===== src/rtl/riscv_pkg.sv =====
// Shared RISC-V core package.
// Holds the fetch FSM state encoding and the default reset PC used by
// fetch_unit. Import with: import riscv_pkg::*;
package riscv_pkg;

  typedef enum logic [1:0] {
    ST_IDLE = 2'd0,
    ST_REQ  = 2'd1,
    ST_WAIT = 2'd2,
    ST_HOLD = 2'd3
  } fetch_state_t;

  localparam logic [31:0] RESET_PC_DEFAULT = 32'h0000_0000;

endpackage


===== src/rtl/fetch_unit.sv =====
// Instruction fetch unit: issues one word-aligned read at a time to the
// instruction memory, holds the returned instruction for decode, and follows
// branch/jump/trap redirects.
//
// Ports:
//   clk, resetn          clock (rising edge), async active-low reset
//   imem_req/imem_addr   read request and word-aligned address
//   imem_gnt             request accepted this cycle
//   imem_rvalid/rdata    read response
//   redirect_valid/pc    redirect request and target (bits [1:0] ignored)
//   out_valid/out_ready  handshake towards decode
//   out_instr/out_pc     fetched instruction and its address
//   out_pc_plus4         out_pc + 4 (wraps)
//
// state | meaning
// IDLE  | one cycle after reset release, no request
// REQ   | imem_req asserted at pc, waiting for grant
// WAIT  | request granted, waiting for rvalid
// HOLD  | instruction presented to decode until out_ready
module fetch_unit
  import riscv_pkg::*;
#(
  parameter logic [31:0] RESET_PC = RESET_PC_DEFAULT
) (
  input  logic        clk,
  input  logic        resetn,
  output logic        imem_req,
  output logic [31:0] imem_addr,
  input  logic        imem_gnt,
  input  logic        imem_rvalid,
  input  logic [31:0] imem_rdata,
  input  logic        redirect_valid,
  input  logic [31:0] redirect_pc,
  output logic        out_valid,
  input  logic        out_ready,
  output logic [31:0] out_instr,
  output logic [31:0] out_pc,
  output logic [31:0] out_pc_plus4
);

  fetch_state_t state;
  logic [31:0]  pc;
  // Set when the outstanding response belongs to a path abandoned by a redirect.
  logic         discard;
  logic [31:0]  redir_target;

  assign redir_target = {redirect_pc[31:2], 2'b00};

  always_ff @(posedge clk or negedge resetn) begin
    if (!resetn) begin
      state     <= ST_IDLE;
      pc        <= RESET_PC;
      discard   <= 1'b0;
      out_instr <= '0;
      out_pc    <= '0;
    end else begin
      case (state)
        ST_IDLE: begin
          if (redirect_valid) pc <= redir_target;
          state <= ST_REQ;
        end
        ST_REQ: begin
          if (redirect_valid) pc <= redir_target;
          if (imem_gnt) begin
            state <= ST_WAIT;
            // Granted request targets the old pc; its data must be dropped.
            if (redirect_valid) discard <= 1'b1;
          end
        end
        ST_WAIT: begin
          if (redirect_valid) pc <= redir_target;
          if (imem_rvalid) begin
            discard <= 1'b0;
            if (discard || redirect_valid) begin
              state <= ST_REQ;
            end else begin
              out_instr <= imem_rdata;
              out_pc    <= pc;
              state     <= ST_HOLD;
            end
          end else if (redirect_valid) begin
            discard <= 1'b1;
          end
        end
        ST_HOLD: begin
          // A redirect wins over sequential advance; a coincident out_ready
          // still completes the transfer towards decode.
          if (redirect_valid) begin
            pc    <= redir_target;
            state <= ST_REQ;
          end else if (out_ready) begin
            pc    <= pc + 32'd4;
            state <= ST_REQ;
          end
        end
        default: state <= ST_IDLE;
      endcase
    end
  end

  assign imem_req     = (state == ST_REQ);
  assign imem_addr    = pc;
  assign out_valid    = (state == ST_HOLD);
  assign out_pc_plus4 = out_pc + 32'd4;

endmodule


===== config.mk =====
export PLATFORM = sky130hd
export DESIGN_NAME = fetch_unit
export DESIGN_NICKNAME = d
export VERILOG_FILES = /design/src/rtl/riscv_pkg.sv /design/src/rtl/fetch_unit.sv
export SDC_FILE = /design/constraint.sdc
export NUM_CORES = 1
export LEC_CHECK = 0
export ABC_AREA = 1
export BUFFER_PORTS_ARGS = -buffer_cell sky130_fd_sc_hd__buf_2
export CAP_MARGIN = 15
export CORE_MARGIN = 2
export CORE_UTILIZATION = 40
export DETAILED_ROUTE_END_ITERATION = 16
export PLACE_DENSITY_LB_ADDON = 0.2
export SLEW_MARGIN = 20
export SYNTH_ARGS = -nofsm -noshare
export SYNTH_HDL_FRONTEND = slang
export SYNTH_SLANG_ARGS = --single-unit

===== constraint.sdc =====
create_clock -name clk -period 4 [get_ports clk]
set_clock_uncertainty 0.05 [all_clocks]
set_input_delay 0.8 -clock clk [delete_from_list [all_inputs] [get_ports clk]]
set_output_delay 0.8 -clock clk [all_outputs]
set_load 0.05 [all_outputs]

## Word level (Yosys, flattened, before mapping)

Cells that the tools add are included.

| word-level totals | value |
|---|---|
| register bits after elaboration | 99 |
| output and inout bits | 130 |

| cells by class | value |
|---|---|
| $add $sub $neg | 2 |
| eq/ne operators | 7 |
| multiplexer cells | 14 |
| bitwise gates (word level) | 1 |
| reduce and logical (&&, ||, !) cells | 8 |

Operators by type and width:

| cell | count |
|---|---|
| two-way mux 32 bit | 3 |
| adder 32 x 3 -> 32 bit (second input constant) | 2 |
| case mux 32 bit (2 select lines) | 1 |
| two-way mux 2 bit | 5 |
| case mux 2 bit (4 select lines) | 1 |
| AND reduction 3 bit | 2 |
| == test 2 bit (second input constant) | 2 |
| inequality test 2 x 1 -> 1 bit (second input constant) | 2 |
| AND reduction 2 bit | 2 |
| two-way mux 1 bit | 3 |
| inequality test 3 x 2 -> 1 bit (second input constant) | 1 |
| OR reduction 3 bit | 1 |
| == test 2 x 1 -> 1 bit (second input constant) | 1 |
| zero test 2 bit | 1 |
| inequality test 2 bit (second input constant) | 1 |
| case mux 1 bit (2 select lines) | 1 |
| nonzero test 2 bit | 1 |
| logical OR 1 bit | 1 |
| NOT 1 bit | 1 |

## Longest topological paths before layout

| logic depth | value |
|---|---|
| depth in word-level cells | 4 |
| gate-level depth with buffers | 10 |
| gate-level depth less buffers | 10 |

## Worst setup path before layout

No wires, ideal clock.

| timing | value |
|---|---|
| path type | reg2out |
| from | reg out_pc[2] |
| to | out out_pc_plus4[30] |
| data arrival time | 2,376 ps |
| data required time | 3,150 ps |
| slack | 774 ps |
| cell stages (with the launch flop) | 8 |
| cell sequence | dfrtp_1 ha_1 inv_1 nor3_4 inv_2 nor2_1 nand3_1 xnor2_1 |

| between the ends | value |
|---|---|
| cells in the longest elaborated chain, start to end | 1 |

Ends and longest elaborated chain:

| element | line | RTL |
|---|---|---|
| from (decl) | fetch_unit.sv:37 | `output logic [31:0] out_pc,` |
| from (signal assigned) | fetch_unit.sv:78 | `out_pc <= pc;` |
| adder 32 x 3 -> 32 bit | fetch_unit.sv:104 | `assign out_pc_plus4 = out_pc + 32'd4;` |
| to (decl) | fetch_unit.sv:38 | `output logic [31:0] out_pc_plus4` |

Every way passes these cells.

## Final worst setup path

Same ends and word-level chain as after synthesis.

==> summary.md <==
| Metric | Value |
|---|---|
| Sequential cell fraction of total power | 30.3% |
| Final Hold Fails | 0 |
| Setup crit end kind | primary output |
| Part of the Yosys area used for sequential elements | 42.5% |
| Nets@finish | 996 |
| Total power | 5.83 mW |
| Comb pwr share | a little under three fifths |
| P_sw | 3.33 mW |
| Core ar. | between 0.01 and 0.015 sq mm |
| Cell variety after synth | 36 |
| Largest net degree at the start of global routing | 96 |
| Sw Ratio | 57.1% |
| Largest area contributor in the netlist | dfrtp_1 |
| Initial antenna violation count | 1 |
| Area occupied by multi-input gates | 0.00282 sq mm |
| Tightest Pin Transition | 0.915 ns |
| Total of max-cap violations | 0 |
| Setup crit start kind | flip-flop |
| CP max FO | 5 |
| Congestion Overflow GR | 0 |
| Num ports | 200 |
| Die Y | 122 um |
| Pre-antenna DRT Iters | 5 |
| GRT Util Overall | between 20 and 25% |
| H-tree lvl count | 3 |
| Total die area | 0.0149 sq mm |
| Wirelength per Cell | 14.6 um |
| Synth Register Bits | 95 |
| YS warnings | 0 |
| WP data required | 3.15 ns |
| Max stage delay cell, worst path | dfrtp_1 |
| Final Cycle Share | about three quarters |
| Clock power frac | 14.1% |
| Largest cells by area after synthesis | dfrtp_1 43%, nand2_1 15%, mux2_2 7.2% |
| Initial core utilization | 40.6% |
| Final GP Congestion | 0.911 |
| Clock latency on the worst-skew pair | 0.35 ns |
| DR vias/cell | 4.84 |
| Area grow syn2layout | 24.5% |
| Site Rows | 43 |
| 1st-iter DRT viols | about 340 |
| Clk sink count | 95 |
| # setup viols final | 0 |
| Final HPWL DP | 12,100 um |
| Fmax | 0.329 GHz |
| Clock-pin slew on the worst setup and hold paths | 0.07 ns |
| Vias in the first global route | 4,888 |
| Hold buffers post-CTS | 0 |
| FILL cells | 1,421 |
| Max-slew headroom | 38.9% |
| Final Slew Violations | 0 |
| Cells after Synth | approximately 740 |
| Chip Width | 122 um |
| # Post-CTS Setup Buffers | 0 |
| Worst setup path category | reg2out |
| # DRC | 0 |
| Fin Setup TNS | 0 ns |
| Root buffer cell | clkbuf_16 |
| Crit path largest cell delay | 0.43 ns |
| Antenna-violating nets left | 0 |
| Internal Power | 2.50 mW |
| I/O Buffers | 191 |
| Mapped Area | 0.00559 sq mm |
| RSZ-0062 raised after global routing | false |
| Share of cells above drive strength 1 | 28.1% |
| Worst Path Arrival | 2.19 ns |
| Post_cts resized | 0 |
| Syn avg cell area | roughly 7.6 sq um |
| Class of the tightest hold or removal check | in2async |
| Crit path cell chain | ha_1 > inv_1 > nor3_4 > inv_2 > nor2_1 > nand3_1 > xnor2_1 > buf_2 |
| Status | finished clean |
| Post-Route WL | 16,200 um |
| CTS buffer count | 9 |
| FF/Latch Area | 0.00238 sq mm |
| Worst VDD drop | 0.000400 V |
| First-pass GRT wire length | 25,600 um |
| Reg2reg setup slack | roughly 1.6 ns |
| Yosys top cell area share | 42.5% |
| PD cells | roughly 840 mW/mm^2 |
| CTS tree | done |
| Final min period | 3.04 ns |
| Bufs on Longest Clock Path | 2 |
| DR vias | 5,349 |
| Leakage | between 3 and 4 nW |
-- sequential cells by signal, indices dropped and copies added (netlist names) --
signal / cells
out_instr: 32
imem_addr: 30
out_pc: 30
state: 2
discard: 1
-- cell families after synthesis --
| kind of cell | share of synthesized area (%) |
|---|---|
| simple gates | 30.2 |
| buf+inv | 7.36 |
| other cells | 0.0671 |
| xor+xnor | 4.54 |
| flops | 42.5 |
| fa+ha+maj | 1.57 |
| compound gates | 6.53 |
| mux | 7.25 |
-- critical path, delay by kind of cell (launching register included) --
kind	cells	cell delay, ns
xor+xnor	1	0.14
fa+ha+maj	1	0.27
simple gates	3	0.55
buf+inv	3	0.44
flops	1	0.43
-- cell type report --
type / instances / share of cell area [%]
Clock buffer: 11 / 3.49
Timing Repair Buffer: 194 / 14.4
Tap cell: 180 / 3.23
Sequential cell: 95 / 34.1
Clock inverter: 5 / 0.593
Inverter: 66 / 3.56
Antenna cell: 1 / 0.0359
Multi-Input combinational cell: 553 / 40.5
-- layer usage --
metal / routed length (um) / GRT usage, % / vias up
met4: 344 / 6.97 / 0
met1: 7520 / 31.6 / 2417
met3: 1170 / 5.02 / 24
met2: 7140 / 33.6 / 196
met5: 0 / 0 / -
li1: - / - / 2712
-- final timing paths --
path                                    start               end  depth (start not counted)
worst max-delay path                out_pc[2]  out_pc_plus4[30]                          8
worst min register to register  out_instr[28]     out_instr[28]                          1
worst max register to register       state[0]      imem_addr[4]                          7
max in group asynchronous              resetn     imem_addr[24]                          2
worst min-delay path                   resetn           discard                          2
min in group clk                out_instr[28]     out_instr[28]                          1
-- per-stage QoR --
step,hold slack [ns],cell area [sq um],setup slack [ns],instances,utilization (%)
2_1_floorplan,0.450,5610,0.774,741,-
3_3_place_gp,0.433,6680,1.31,1088,48.5
3_5_place_dp,0.439,6680,1.28,1088,48.5
4_1_cts,0.454,6960,0.934,1104,50.5
5_1_grt,0.471,6960,0.772,1104,50.5
6_report,0.432,6960,0.960,1105,50.6
-- power groups by stage --
| stage | clock [mW] | sequential, mW | combinational, mW |
|---|---|---|---|
| floorplan | 0 | 2.94 | 1.26 |
| global placement | 0 | 1.77 | 3.22 |
| detailed placement | 0 | 1.78 | 3.25 |
| CTS | 0.842 | 1.76 | 3.25 |
| global route | 0.883 | 1.83 | 3.45 |
| finish | 0.822 | 1.77 | 3.24 |
-- placed cells by master, fill, tap and decap left out, types with 6 or more instances in the layout --
master | synthesis | layout
xnor2_1 | 9 | 9
ha_1 | 7 | 7
nand3_1 | 44 | 44
xor2_1 | 20 | 20
buf_2 | 8 | 190
nor3_1 | 13 | 13
nand2_1 | 217 | 217
dfrtp_1 | 95 | 95
inv_1 | 63 | 63
clkbuf_16 | 0 | 9
nand4_1 | 7 | 7
o21ai_0 | 53 | 53
a21oi_1 | 10 | 10
conb_1 | 1 | 6
mux2_2 | 36 | 36
nor2_1 | 108 | 108
-- cell usage after synthesis (all sizes together) --
cell type	count
o21ai	54
o22ai	2
nor4	1
o211ai	1
ha	7
o31ai	1
xnor2	9
nor3	15
a31oi	1
inv	66
xor2	20
mux2	36
a21oi	10
dfrtp	95
nand4	7
nand3b	4
buf	20
nand3	46
clkbuf	7
nand2	218
conb	1
nor2	112
a22oi	1
or2	2
Note: power is estimated with default switching activity, not from simulation.
